===== config.mk =====
export PLATFORM = sky130hd
export DESIGN_NAME = alu_mult_seq
export DESIGN_NICKNAME = d
export VERILOG_FILES = /design/src/rtl/alu_pkg.sv /design/src/rtl/mult_step.sv /design/src/rtl/alu_mult_seq.sv
export SDC_FILE = /design/constraint.sdc
export NUM_CORES = 1
export LEC_CHECK = 0
export BUFFER_PORTS_ARGS = -buffer_cell sky130_fd_sc_hd__clkbuf_2
export CORE_AREA = 2 2 138 140
export CTS_BUF_LIST = sky130_fd_sc_hd__clkbuf_4
export CTS_CLUSTER_SIZE = 28
export DETAILED_ROUTE_END_ITERATION = 12
export DIE_AREA = 0 0 140 142
export GPL_TIMING_DRIVEN = 0
export MAX_ROUTING_LAYER = met4
export PLACE_DENSITY = 0.47
export SLEW_MARGIN = 10
export SYNTH_ARGS = -nofsm -noshare
export SYNTH_HDL_FRONTEND = slang
export SYNTH_SLANG_ARGS = --single-unit

===== constraint.sdc =====
create_clock -name CLK -period 5.51 [get_ports CLK]
set_input_delay 0.2755 -clock CLK [delete_from_list [all_inputs] [get_ports CLK]]
set_output_delay 0.2755 -clock CLK [all_outputs]
set_load 0.005 [all_outputs]

===== src/rtl/alu_pkg.sv =====
// Shared ALU types and constants.
// Used by the sequential multiplier and its step datapath.
package alu_pkg;

  localparam int ALU_WIDTH = 16;

  typedef enum logic [1:0] {
    S_IDLE,
    S_RUN,
    S_ADDC,
    S_DONE
  } mult_state_t;

endpackage


===== src/rtl/mult_step.sv =====
// One RUN cycle of the shift-add multiplier.
// Retires BPC multiplier bits from the low end of P.
module mult_step #(
  parameter int WIDTH = 16,
  parameter int BPC   = 1
) (
  input  logic [2*WIDTH-1:0] p_i,
  input  logic [WIDTH-1:0]   rn_i,
  output logic [2*WIDTH-1:0] p_o
);

  logic [WIDTH:0]     sum;
  logic [2*WIDTH-1:0] p;

  // The second retired bit sees Rn one place higher because P
  // has already shifted once.
  always_comb begin
    sum = '0;
    p   = p_i;
    for (int i = 0; i < BPC; i++) begin
      sum = {1'b0, p[2*WIDTH-1:WIDTH]}
          + (p[0] ? {1'b0, rn_i} : '0);
      p   = {sum, p[WIDTH-1:1]};
    end
    p_o = p;
  end

endmodule


===== src/rtl/alu_mult_seq.sv =====
// Multi-cycle unsigned shift-add multiplier fed by the ALU decoder.
// Product plus carry-in is returned after WIDTH/BPC + 2 cycles.
module alu_mult_seq
  import alu_pkg::*;
#(
  parameter int WIDTH          = ALU_WIDTH,
  parameter int BITS_PER_CYCLE = 1
) (
  input  logic             CLK,
  input  logic             nRST,
  input  logic             START,
  input  logic [WIDTH-1:0] Rn,
  input  logic [WIDTH-1:0] Rm,
  input  logic             CIN,
  output logic             BUSY,
  output logic             DONE,
  output logic [WIDTH-1:0] RESULT_LO,
  output logic [WIDTH-1:0] RESULT_HI,
  output logic             COUT
);

  localparam int STEPS = WIDTH / BITS_PER_CYCLE;
  localparam int CW    = (STEPS > 1) ? $clog2(STEPS) : 1;
  localparam logic [CW-1:0] CNT_INIT = CW'(STEPS - 1);

  mult_state_t        state_q, state_d;
  logic [CW-1:0]      cnt_q, cnt_d;
  logic [WIDTH-1:0]   rn_q, rn_d;
  logic               cin_q, cin_d;
  logic [2*WIDTH-1:0] p_q, p_d;
  logic [WIDTH-1:0]   lo_q, lo_d;
  logic [WIDTH-1:0]   hi_q, hi_d;
  logic               cout_q, cout_d;

  logic [2*WIDTH-1:0] p_step;
  logic [2*WIDTH-1:0] p_addc;
  logic               accept;

  mult_step #(
    .WIDTH (WIDTH),
    .BPC   (BITS_PER_CYCLE)
  ) u_step (
    .p_i  (p_q),
    .rn_i (rn_q),
    .p_o  (p_step)
  );

  assign accept = START
    && (state_q == S_IDLE || state_q == S_DONE);
  assign p_addc = p_q + {{(2*WIDTH-1){1'b0}}, cin_q};

  always_ff @(posedge CLK or negedge nRST) begin
    if (!nRST) begin
      state_q <= S_IDLE;
      cnt_q   <= '0;
      rn_q    <= '0;
      cin_q   <= 1'b0;
      p_q     <= '0;
      lo_q    <= '0;
      hi_q    <= '0;
      cout_q  <= 1'b0;
    end else begin
      state_q <= state_d;
      cnt_q   <= cnt_d;
      rn_q    <= rn_d;
      cin_q   <= cin_d;
      p_q     <= p_d;
      lo_q    <= lo_d;
      hi_q    <= hi_d;
      cout_q  <= cout_d;
    end
  end

  always_comb begin
    state_d = state_q;
    unique case (state_q)
      S_IDLE: if (START) state_d = S_RUN;
      S_RUN:  if (cnt_q == '0) state_d = S_ADDC;
      S_ADDC: state_d = S_DONE;
      S_DONE: state_d = START ? S_RUN : S_IDLE;
      default: state_d = S_IDLE;
    endcase
  end

  // Operands are only captured on an accepted issue, so START
  // while busy leaves every register untouched.
  always_comb begin
    cnt_d  = cnt_q;
    rn_d   = rn_q;
    cin_d  = cin_q;
    p_d    = p_q;
    lo_d   = lo_q;
    hi_d   = hi_q;
    cout_d = cout_q;
    if (accept) begin
      rn_d  = Rn;
      cin_d = CIN;
      p_d   = {{WIDTH{1'b0}}, Rm};
      cnt_d = CNT_INIT;
    end else if (state_q == S_RUN) begin
      p_d = p_step;
      if (cnt_q != '0) cnt_d = cnt_q - 1'b1;
    end else if (state_q == S_ADDC) begin
      p_d    = p_addc;
      lo_d   = p_addc[WIDTH-1:0];
      hi_d   = p_addc[2*WIDTH-1:WIDTH];
      cout_d = |p_addc[2*WIDTH-1:WIDTH];
    end
  end

  always_comb begin
    BUSY      = (state_q == S_RUN) || (state_q == S_ADDC);
    DONE      = (state_q == S_DONE);
    RESULT_LO = lo_q;
    RESULT_HI = hi_q;
    COUT      = cout_q;
  end

endmodule

==> impl_results.md, run 1 <==
- Total grt overflow: 0
- Seq/Total Area, Yosys: 39.2%
- Max_slew headroom: 32.4%
- Largest net degree at the start of global routing: 50
- Crit-path cells: clkbuf_1 -> and2_1 -> ha_1 -> fa_1 -> a211oi_1 -> o21bai_1 -> a211o_1 -> a2111oi_0 -> nor3_1 -> nor4bb_1
- Vert. Die Dim: 142 um
- Clock buffer depth: 2
- Number of placed instances, taps included: 963
- Root buf cell: clkbuf_4
- Clk pwr share: 11.2%
- Library cells used by synthesis: 64
- Worst skew pair latency: 0.49 ns
- P_int: 1.94 mW
- Dominant cells by area after synthesis: dfrtp_1 39%, nand2_1 8.6%, ha_1 5.4%
- Setup violations, final: 0
- Postcts setup bufs: 0
- P&R area growth vs syn: 18.5%
- Die ar.: 19900 sq um
- Syn nets: 719
- Yosys top cell by area: dfrtp_1
- Commonest cells post-synth: 128 x nand2_1, 88 x dfrtp_1, 55 x nor2_1
- RSZ-0062 raised after global routing: false
- Worst-path maximum fanout: 10
- Critical Setup Path Class: flop to flop
- Initial antenna violation count: 1
- Max-cap violations: 0
- Synth Register Bits: 88
- Hpwl dp: 13400 um
- DR WL/cell: 17.3 um
- Core footprint: 18500 sq um
- Number of synthesized flops with an enable pin: 0
- Gr usage total: 18.5%
- Clock Sinks: 88
- Vias in the first global route: 5036
- DRT antenna net count: 0
- Fin. Hold Viols: 0
- Achievable Freq: 293 MHz
- Peak VDD IR: 167 uV
- First-pass GRT wire length: 27900 um
- Hold Crit Class: primary input to flop
- Worst Path Required: 5.90 ns
- Final Skew: 0.0235 ns
- Tightest Pin Transition: 1.00 ns
- Critical Path AT: 3.81 ns
- Post-route insts no fill: 1000
- Status: finished, violations left
- Synth Flop Type: dfrtp_1
- CTS clock-pin slew for the worst setup and hold paths: 0.15 ns
- Final Critical Period: 3.42 ns
- Filler Cells Inserted: 1937
- DRC viols: 7
- Family with the most delay on the worst path: compound AO/OA/AOI/OAI gates
- GPL Wtd Cong: 0.898
- Max stage delay on crit path: 0.52 ns
- Post-Synthesis Cell Area: 5610 sq um
- Cts bufs inserted: 9
- Lkg Pwr: 2.98 nW
- Seq pwr share: 32.8%
- Sw Pwr: 1.82 mW
- CP Launch Type: flop
- Ys async rst share: 100%
- Final #Nets: 822
- Logic gate share of total power: 56.0%
- # IOs: 71
- DRT iter0 DRCs: 411
- Failing checks: design-rule violations
- TNS Setup: 0 ns
- Gate Count Post-Synth: 658
- Period utilization: 62.0%
- Detailed Route WL: 17300 um
- Share of the synthesized area in the top cell type: 39.2%
- Warnings from Yosys: 0
- Layout cells sized above 1: 13.2%
- Starting Density: 30.4%
- DR pass1 iterations: 9
- Cell with the most instances after synthesis: nand2_1
- CP endpoint kind: flop
- Fraction of power spent switching nets: 48.3%
- H-tree levels: 3
- DR vias: 5087
- PortBufs: 70
- CTS tree: done
- Synthesized area per cell: 8.53 sq um
- Vias per cell: 5.09
- Bufs and invs on worst path: 1
- Die Wd: 140 um
- Final Slew Violations: 0
- # rows: 50
- P per Cell Area: 566 nW/um^2
- CP max stage cell: dfrtp_1
-- kinds of logic after synthesis --
family,Yosys count,share of synthesized area (%)
AO/OA/AOI/OAI,143,16.9
flip-flops,88,39.2
adder cells (fa/ha/maj),25,5.71
buffers and inverters,54,3.88
multiplexers,6,1.11
AND/OR/NAND/NOR,291,25.2
XOR/XNOR,51,7.96
-- state kept, by name, indices dropped and copies added (netlist names) --
name	cells
cnt_q	4
state_q	2
COUT	1
cin_q	1
rn_q	16
p_q	32
RESULT_LO	16
RESULT_HI	16
-- power by group through the flow --
stage / registers [mW] / clock network (mW) / logic, mW
6_report: 1.23 / 0.422 / 2.11
5_1_grt: 1.28 / 0.462 / 2.37
4_1_cts: 1.24 / 0.434 / 2.12
3_5_place_dp: 1.25 / 0 / 2.10
3_3_place_gp: 1.24 / 0 / 2.06
2_1_floorplan: 1.18 / 0 / 1.44
-- repair_timing --
action / in CTS / in global routing
hold buffers: 21 / 0
endpoints found under the hold margin: 68 / 0
gates resized for setup: 0 / 0
-- path summary, 6_finish.rpt --
check	from	end	slack, ns	cells after the start
min in group asynchronous	nRST	cnt_q[0]	0.38	2
max in group asynchronous	nRST	COUT	4.43	3
max reg2reg	p_q[0]	p_q[27]	2.09	10
min reg2reg	rn_q[15]	rn_q[15]	0.48	2
min	Rm[10]	p_q[10]	0.03	3
max	p_q[0]	p_q[27]	2.09	10
-- through the flow --
stage	cell area [sq um]	worst slack, ns	hold WS, ns	total power [mW]	util [%]
after global routing	6650	1.80	0.0228	4.11	36.0
after detailed placement	6280	2.10	0.402	3.35	34.0
final	6650	2.09	0.0256	3.76	36.0
after floorplan	5610	2.64	-0.0201	2.62	-
after global placement	6250	2.10	0.456	3.30	33.9
after CTS	6650	2.06	0.00539	3.79	36.0
-- metal layers --
metal | GRT usage, % | share of wire [%] | wire length (um)
met4 | 6.11 | 1.6 | 284
met3 | 2.39 | 3.7 | 643
met1 | 24.6 | 49 | 8430
met5 | - | 0 | 0
met2 | 29.3 | 46 | 7980
-- cells in the final DEF, fill, tap and decap left out, types with 5 or more instances in the layout --
cell / count
a211oi_1: 17
a21o_1: 8
a21oi_1: 22
a22oi_1: 6
a31oi_1: 5
and2_1: 18
and3_1: 11
clkbuf_1: 30
clkbuf_2: 69
clkbuf_4: 10
dfrtp_1: 88
dlygate4sd3_1: 21
ha_1: 24
inv_1: 15
nand2_1: 128
nand3_1: 16
nand4_1: 13
nor2_1: 55
nor3_1: 17
nor4_1: 5
o21ai_0: 42
xnor2_1: 27
xor2_1: 24
-- area by class of cell --
class | count | area, sq um | share of cell area (%)
clock buffers | 9 | 67.6 | 1.02
inverters | 15 | 56.3 | 0.847
plain buffers | 39 | 161 | 2.43
multi-input cells | 516 | 3200 | 48.1
clock inverters | 6 | 85.1 | 1.28
flip-flops and latches | 88 | 2200 | 33.1
repair buffers | 92 | 583 | 8.77
well taps | 234 | 293 | 4.40
diodes | 1 | 2.50 | 0.0376
-- tightest hold or removal path, cell delays in order --
cell and delay [ns]:
clkbuf_2 0.08, a22oi_1 0.08, nand2_1 0.06
No activity file was read; power rests on OpenSTA's default activity.
==> run 2: changes to the inputs <==
--- a/config.mk
+++ b/config.mk
@@ -5,15 +5,16 @@
 export SDC_FILE = /design/constraint.sdc
 export NUM_CORES = 1
 export LEC_CHECK = 0
+export ABC_AREA = 1
 export BUFFER_PORTS_ARGS = -buffer_cell sky130_fd_sc_hd__clkbuf_2
-export CORE_AREA = 2 2 138 140
+export CORE_AREA = 2 2 140 142
 export CTS_BUF_LIST = sky130_fd_sc_hd__clkbuf_4
 export CTS_CLUSTER_SIZE = 28
 export DETAILED_ROUTE_END_ITERATION = 12
-export DIE_AREA = 0 0 140 142
+export DIE_AREA = 0 0 142 144
 export GPL_TIMING_DRIVEN = 0
 export MAX_ROUTING_LAYER = met4
-export PLACE_DENSITY = 0.47
+export PLACE_DENSITY = 0.48
 export SLEW_MARGIN = 10
 export SYNTH_ARGS = -nofsm -noshare
 export SYNTH_HDL_FRONTEND = slang
==> constraint.sdc (replaced) <==
create_clock -name CLK -period 2.9 [get_ports CLK]
set_input_delay 0.145 -clock CLK [delete_from_list [all_inputs] [get_ports CLK]]
set_output_delay 0.145 -clock CLK [all_outputs]
set_load 0.005 [all_outputs]
==> run 2 against run 1 <==
The run now ends clean; hold slack barely moved; sequential power increased by 90%; global-route usage fell by 0.052 points; largest cell class unchanged; synthesized cell count grew 26%; first-iteration DRC count down 34%; clock-buffer cell count rose by 2; critical path depth unchanged.
==> impl_results.md, run 2 <==
- Postcts setup bufs: 0 (unchanged)
- Yosys top cell by area: dfrtp_1
- Cell with the most instances after synthesis: nand2_1
- Max reg flops: 32 (unchanged)
- Biggest register: p_q
- Achievable Freq: 375 MHz (+28%)
- Vias per cell: 4.63 (-9.0%)
- Critical Setup Path Class: flop to flop
- Bufs and invs on worst path: 2 (+1)
- H-tree levels: 3 (unchanged)
- Family with the most delay on the worst path: simple AND/OR/NAND/NOR gates
- Hpwl dp: 13400 um (about the same)
- Max stage delay on crit path: 0.58 ns (+0.06 ns)
- DR pass1 iterations: 5 (-4)
- CTS clock-pin slew for the worst setup and hold paths: 0.15 ns (about the same)
- Gate Count Post-Synth: 829 (+26%)
- Final Slew Violations: 0 (unchanged)
- Area after DPL: 6430 sq um (+2.4%)
- Hold Crit Class: primary input to flop
- Hold wc startpoint: Rm[0]
- Final Critical Period: 2.67 ns (-0.752 ns)
- Worst Path Required: 3.27 ns (-2.63 ns)
- Setup violations, final: 0 (unchanged)
- Synthesized area per cell: 6.97 sq um (-18%)
- Syn nets: 890 (+24%)
- P per Cell Area: 1040 nW/um^2 (+84%)
- Cts bufs inserted: 9 (unchanged)
- Total grt overflow: 0 (unchanged)
- CTS tree: done
- Final #Nets: 1003 (+22%)
- Commonest cells post-synth: 300 x nand2_1, 88 x dfrtp_1, 82 x inv_1
- Crit path launch: state_q[0]
- Dominant cells by area after synthesis: dfrtp_1 38%, nand2_1 19%, o21ai_0 6.0%
- Starting Density: 30.3% (-0.12 points)
- Cell area after layout: 6880 sq um (+3.4%)
- Most common cell after layout, fill and taps aside: nand2_1
- Peak VDD IR: 290 uV (+74%)
- DRC viols: 0 (-7)
- Die Wd: 142 um (+1.4%)
- Lkg Pwr: 3.46 nW (+16%)
- PortBufs: 70 (unchanged)
- Root buf cell: clkbuf_4
- Post-Synthesis Cell Area: 5780 sq um (+3.0%)
- # IOs: 71 (unchanged)
- Worst-path maximum fanout: 10 (unchanged)
- Max-cap violations: 0 (unchanged)
- Post-route insts no fill: 1187 (+19%)
- DRT iter0 DRCs: 273 (-34%)
- Critical Path AT: 3.04 ns (-0.77 ns)
- Fin. Hold Viols: 0 (unchanged)
- Warnings from Yosys: 0 (unchanged)
- First-pass GRT wire length: 28300 um (+1.5%)
- # rows: 51 (+2.0%)
- Ys async rst share: 100% (unchanged)
- Gr usage total: 18.4% (-0.052 points)
- Largest net degree at the start of global routing: 89 (+78%)
- Share of the synthesized area in the top cell type: 38.1% (-1.1 points)
- Most frequent cells in the layout: 300 x nand2_1, 87 x dfrtp_1, 82 x inv_1
- Seq/Total Area, Yosys: 38.1% (-1.1 points)
- Detailed Route WL: 17300 um (about the same)
- Die ar.: 20400 sq um (+2.9%)
- Final Skew: 0.0187 ns (-0.00474 ns)
- Vert. Die Dim: 144 um (+1.4%)
- Number of placed instances, taps included: 1137 (+18%)
- DRT antenna net count: 0 (unchanged)
- Synth Register Bits: 88 (unchanged)
- Worst skew pair latency: 0.47 ns (-0.02 ns)
- CP Launch Type: flop
- CP endpoint kind: flop
- CP max stage cell: clkbuf_1
- Origin of the critical flop-to-flop path: state_q[0]
- Clock Sinks: 88 (unchanged)
- DR WL/cell: 14.6 um (-16%)
- Tightest Pin Transition: 0.751 ns (-0.253 ns)
- Most used cell, CP: nor2_1
- P&R area growth vs syn: 19.0%
- DR vias: 5494 (+8.0%)
- Synth Flop Type: dfrtp_1
- Crit-path cells: inv_1 -> ha_1 -> nor2_4 -> nor3_1 -> clkbuf_1 -> nand3_1 -> nor2_1 -> nand2_1 -> nor2_1 -> nor2_1
- WHS: 0.0257 ns (+0.0000955 ns)
- Layout cells sized above 1: 13.9% (+0.74 points)
- Core footprint: 19100 sq um (+3.4%)
- RSZ-0062 raised after global routing: false
- Status: finished clean
- Number of synthesized flops with an enable pin: 0 (unchanged)
- GPL Wtd Cong: 0.860 (-4.2%)
- Vias in the first global route: 5273 (+4.7%)
- Library cells used by synthesis: 35 (-45%)
- Period utilization: 92.0% (+30 points)
- Max_slew headroom: 50.0% (+18 points)
- Initial antenna violation count: 1 (unchanged)
- Clock buffer depth: 2 (unchanged)
## run 2: cell types whose count changed after synthesis, sizes merged, moves of 12 or more
cell / change
xor2: -12
o21ai: +29
nor3: -12
xnor2: -19
nand4: -13
clkbuf: -12
nor2: +25
and2: -16
nand3: +29
inv: +73
nand2: +184
a211oi: -14
o211ai: +13
## run 2: final timing paths
check	end	cells after the start	slack (ns)
min in group asynchronous	RESULT_HI[9]	2	0.26
max	COUT	10	0.23
min reg2reg	rn_q[11]	2	0.49
min	p_q[0]	3	0.03
max in group asynchronous	p_q[0]	2	2.05
max reg2reg	COUT	10	0.23
## run 2: through the flow
| stage | utilization [%] | setup WS [ns] | power (mW) | setup TNS, ns |
|---|---|---|---|---|
| floorplan | - | 0.533 | 5.09 | 0 |
| global route | 36.0 | 0.0297 | 7.94 | 0 |
| finish | 36.0 | 0.233 | 7.14 | 0 |
| detailed placement | 33.7 | -0.0612 | 6.53 | -0.120 |
| global placement | 33.7 | -0.0753 | 6.50 | -0.136 |
| CTS | 36.0 | 0.0246 | 7.21 | 0 |
## run 2: kinds of logic after synthesis
logic type                 Yosys count  share of synthesized area, %
DFF                                 88                          38.1
AOI/OAI and AO/OA                  125                          12.2
xor gates and xnor gates            20                          3.03
and+or+nand+nor                    454                          33.3
adders and majority gates           25                          5.54
buffers and inverters              117                          7.80
## run 2: layout make-up
| class | count | area, sq um |
|---|---|---|
| Fill cell | 2128 | 12200 |
| Multi-Input combinational cell | 624 | 3130 |
| Sequential cell | 88 | 2200 |
| Timing Repair Buffer | 103 | 689 |
| Inverter | 89 | 334 |
| Tap cell | 238 | 298 |
| Buffer | 27 | 114 |
| Clock buffer | 11 | 82.6 |
| Clock inverter | 5 | 23.8 |
| Antenna cell | 2 | 5.00 |
## run 2: metal layers
| layer | up-vias | global-route usage, % | share of wire (%) | wire (um) |
|---|---|---|---|---|
| met1 | 2503 | 25.7 | 51 | 8890 |
| met3 | 22 | 2.28 | 3.3 | 569 |
| met5 | - | - | 0 | 0 |
| met4 | 0 | 5.74 | 1.8 | 309 |
| li1 | 2867 | - | - | - |
| met2 | 102 | 27.9 | 44 | 7550 |
## run 2: timing repair
item                       CTS  global route
setup endpoints to repair    3             5
hold endpoints to repair   120             0
hold buffers                33             0
resized for setup            1             3
## run 2: power by group
group          internal [mW]  switching [mW]  total [mW]  leakage, nW
sequential              1.80           0.533        2.34         1.08
combinational           1.44            2.73        4.17         2.31
clock                  0.187           0.451       0.638       0.0594
total                   3.43            3.71        7.14         3.46
## run 2: worst register-to-register path, cell delays in order (launching register included)
cell	delay (ns)
dfrtp_1	0.44
inv_1	0.11
ha_1	0.37
nor2_4	0.10
nor3_1	0.52
clkbuf_1	0.58
nand3_1	0.15
nor2_1	0.11
nand2_1	0.06
nor2_1	0.08
nor2_1	0.04
==> run 3: changes to the inputs <==
--- a/config.mk
+++ b/config.mk
@@ -13,6 +13,7 @@
 export DETAILED_ROUTE_END_ITERATION = 12
 export DIE_AREA = 0 0 142 144
 export GPL_TIMING_DRIVEN = 0
+export HOLD_SLACK_MARGIN = 0.02
 export MAX_ROUTING_LAYER = met4
 export PLACE_DENSITY = 0.48
 export SLEW_MARGIN = 10
==> constraint.sdc (replaced) <==
create_clock -name CLK -period 2.9 [get_ports CLK]
set_input_delay 0.58 -clock CLK [delete_from_list [all_inputs] [get_ports CLK]]
set_output_delay 0.58 -clock CLK [all_outputs]
set_load 0.005 [all_outputs]
==> run 3 against run 2 <==
Sequential cell count unchanged; die area unchanged; global-route usage decreased by 0.073 points; critical path type unchanged; critical endpoint is now p_q[31]; largest cell class unchanged; highest routed layer unchanged.
==> impl_results.md, run 3 (same netlist as run 2, synthesis figures left out) <==
- Status: finished clean
- Worst-path maximum fanout: 10 (unchanged)
- # rows: 51 (unchanged)
- Max reg flops: 32 (unchanged)
- Gr usage total: 18.3% (-0.073 points)
- Lkg Pwr: 3.32 nW (-4.0%)
- Starting Density: 30.3% (unchanged)
- Most common cell after layout, fill and taps aside: nand2_1
- DRT iter0 DRCs: 264 (-3.3%)
- Critical Setup Path Class: flop to flop
- Final Slew Violations: 0 (unchanged)
- CTS clock-pin slew for the worst setup and hold paths: 0.15 ns (about the same)
- Die Wd: 142 um (unchanged)
- Vias in the first global route: 5230 (-0.82%)
- Max_slew headroom: 50.0% (+0.086 points)
- Final Critical Period: 2.59 ns (-0.0787 ns)
- Hold-fix buffers, CTS: 0 (-100%)
- Origin of the critical flop-to-flop path: p_q[0]
- Most frequent cells in the layout: 300 x nand2_1, 87 x dfrtp_1, 82 x inv_1
- Cts bufs inserted: 9 (unchanged)
- P per Cell Area: 1090 nW/um^2 (+4.5%)
- RSZ-0062 raised after global routing: false
- DRC viols: 0 (unchanged)
- Hpwl dp: 13400 um (unchanged)
- Fin. Hold Viols: 0 (unchanged)
- Filler Cells Inserted: 2147 (+0.89%)
- Vert. Die Dim: 144 um (unchanged)
- Layout cells sized above 1: 14.4% (+0.50 points)
- Root buf cell: clkbuf_4
- Critical Path AT: 2.95 ns (-0.09 ns)
- P_int: 3.40 mW (-0.82%)
- Fraction of power spent switching nets: 52.1% (+0.15 points)
- Initial antenna violation count: 1 (unchanged)
- DR WL/cell: 14.9 um (+2.4%)
- Achievable Freq: 386 MHz (+3.0%)
- Period utilization: 89.2% (-2.7 points)
- Area occupied by registers: 2200 sq um (unchanged)
- Clk pwr share: 9.0% (about the same)
- Hold Crit Class: primary input to asynchronous set/reset pin
- P&R area growth vs syn: 13.3%
- Sw Pwr: 3.70 mW (-0.21%)
- Seq pwr share: 32.8% (about the same)
- Total power draw: 7.11 mW (-0.50%)
- Clock buffer depth: 2 (unchanged)
- Reg-to-reg setup timing slack: 0.31 ns (+0.08 ns)
- Logic gate share of total power: 58.2% (-0.2 points)
- PortBufs: 70 (unchanged)
- CTS tree: done
- Setup violations, final: 0 (unchanged)
- Cells on worst reg2reg path: 17 (+7)
- Slack of the critical path: 0.312 ns (+0.0787 ns)
- Biggest register: p_q
- DRT antenna net count: 0 (unchanged)
- Worst skew pair latency: 0.47 ns (about the same)
- WHS: 0.129 ns (+0.103 ns)
- CP endpoint kind: flop
- Detailed Route WL: 17200 um (-0.48%)
- Tightest Pin Transition: 0.749 ns (-0.00128 ns)
- Multi-input logic area: 3130 sq um (unchanged)
- Peak VDD IR: 293 uV (+0.82%)
- Reg-to-reg endpoint: p_q[31]
- H-tree levels: 3 (unchanged)
- Worst Path Required: 3.26 ns (about the same)
- First-pass GRT wire length: 28100 um (-0.56%)
- DR pass1 iterations: 5 (unchanged)
- Final Skew: 0.0189 ns (+0.000137 ns)
- # IOs: 71 (unchanged)
- DR vias: 5354 (-2.5%)
- Die ar.: 20400 sq um (unchanged)
- Clock Sinks: 88 (unchanged)
- GPL Wtd Cong: 0.860 (unchanged)
- Largest net degree at the start of global routing: 89 (unchanged)
- CP Launch Type: flop
- Max-cap violations: 0 (unchanged)
- Vias per cell: 4.64 (+0.24%)
- Final #Nets: 970 (-3.3%)
- Place WS: -0.0612 ns (unchanged)
- Core footprint: 19100 sq um (unchanged)
- Total grt overflow: 0 (unchanged)
run 3: power by group through the flow:
| stage | Sequential (mW) | Combinational [mW] | Clock (mW) |
|---|---|---|---|
| after detailed placement | 2.34 | 4.19 | 0 |
| final | 2.33 | 4.13 | 0.639 |
| after CTS | 2.32 | 4.20 | 0.663 |
| after global routing | 2.42 | 4.77 | 0.708 |
| after floorplan | 2.21 | 2.88 | 0 |
| after global placement | 2.34 | 4.16 | 0 |
run 3: per-layer routing:
layer / wire [um] / track usage [%]
met1: 8980 / 25.8
met2: 7460 / 27.6
met3: 505 / 2.28
met4: 294 / 5.74
met5: 0 / -
run 3: timing repair:
item / in CTS / in global routing
resized for setup: 1 / 3
setup endpoints to repair: 3 / 5
pin swaps: 0 / 0
buffers inserted: 0 / 0
run 3: stage by stage:
| step | instances | TNS [ns] | area (sq um) | utilization [%] |
|---|---|---|---|---|
| 5_1_grt | 1154 | 0 | 6550 | 34.3 |
| 6_report | 1154 | 0 | 6550 | 34.3 |
| 4_1_cts | 1153 | 0 | 6540 | 34.3 |
| 3_5_place_dp | 1137 | -0.120 | 6430 | 33.7 |
| 3_3_place_gp | 1137 | -0.136 | 6430 | 33.7 |
| 2_1_floorplan | 829 | 0 | 5780 | - |
run 3: worst max-delay path by stage:
stage                      start       to  slack, ns
after floorplan           p_q[0]  p_q[29]       0.53
after global placement    p_q[0]  p_q[25]      -0.08
after detailed placement  p_q[0]  p_q[25]      -0.06
after CTS                 p_q[0]  p_q[25]       0.02
after global routing      p_q[0]  p_q[31]       0.03
final                     p_q[0]  p_q[31]       0.31
run 3: final cells by class:
| class | instances | share of cell area [%] |
|---|---|---|
| timing repair buffer | 70 | 5.49 |
| buffer | 27 | 1.74 |
| tap | 238 | 4.55 |
| inverter | 89 | 5.10 |
| clock inverter | 5 | 0.363 |
| sequential | 88 | 33.7 |
| antenna | 2 | 0.0765 |
| multi-input combinational | 624 | 47.8 |
| clock buffer | 11 | 1.26 |
run 3: worst max-delay path: stages, from the launching register on:
cell	delay, ns
dfrtp_2	0.49
buf_2	0.20
nand2_1	0.07
inv_1	0.05
ha_1	0.21
fa_1	0.38
nand2_1	0.11
nand2_1	0.05
nand2_1	0.05
nand2_1	0.07
nand2_1	0.06
nand2_1	0.09
a21oi_1	0.22
inv_1	0.09
nand2_1	0.08
nand3_1	0.09
nand3_1	0.11
nand2_1	0.05
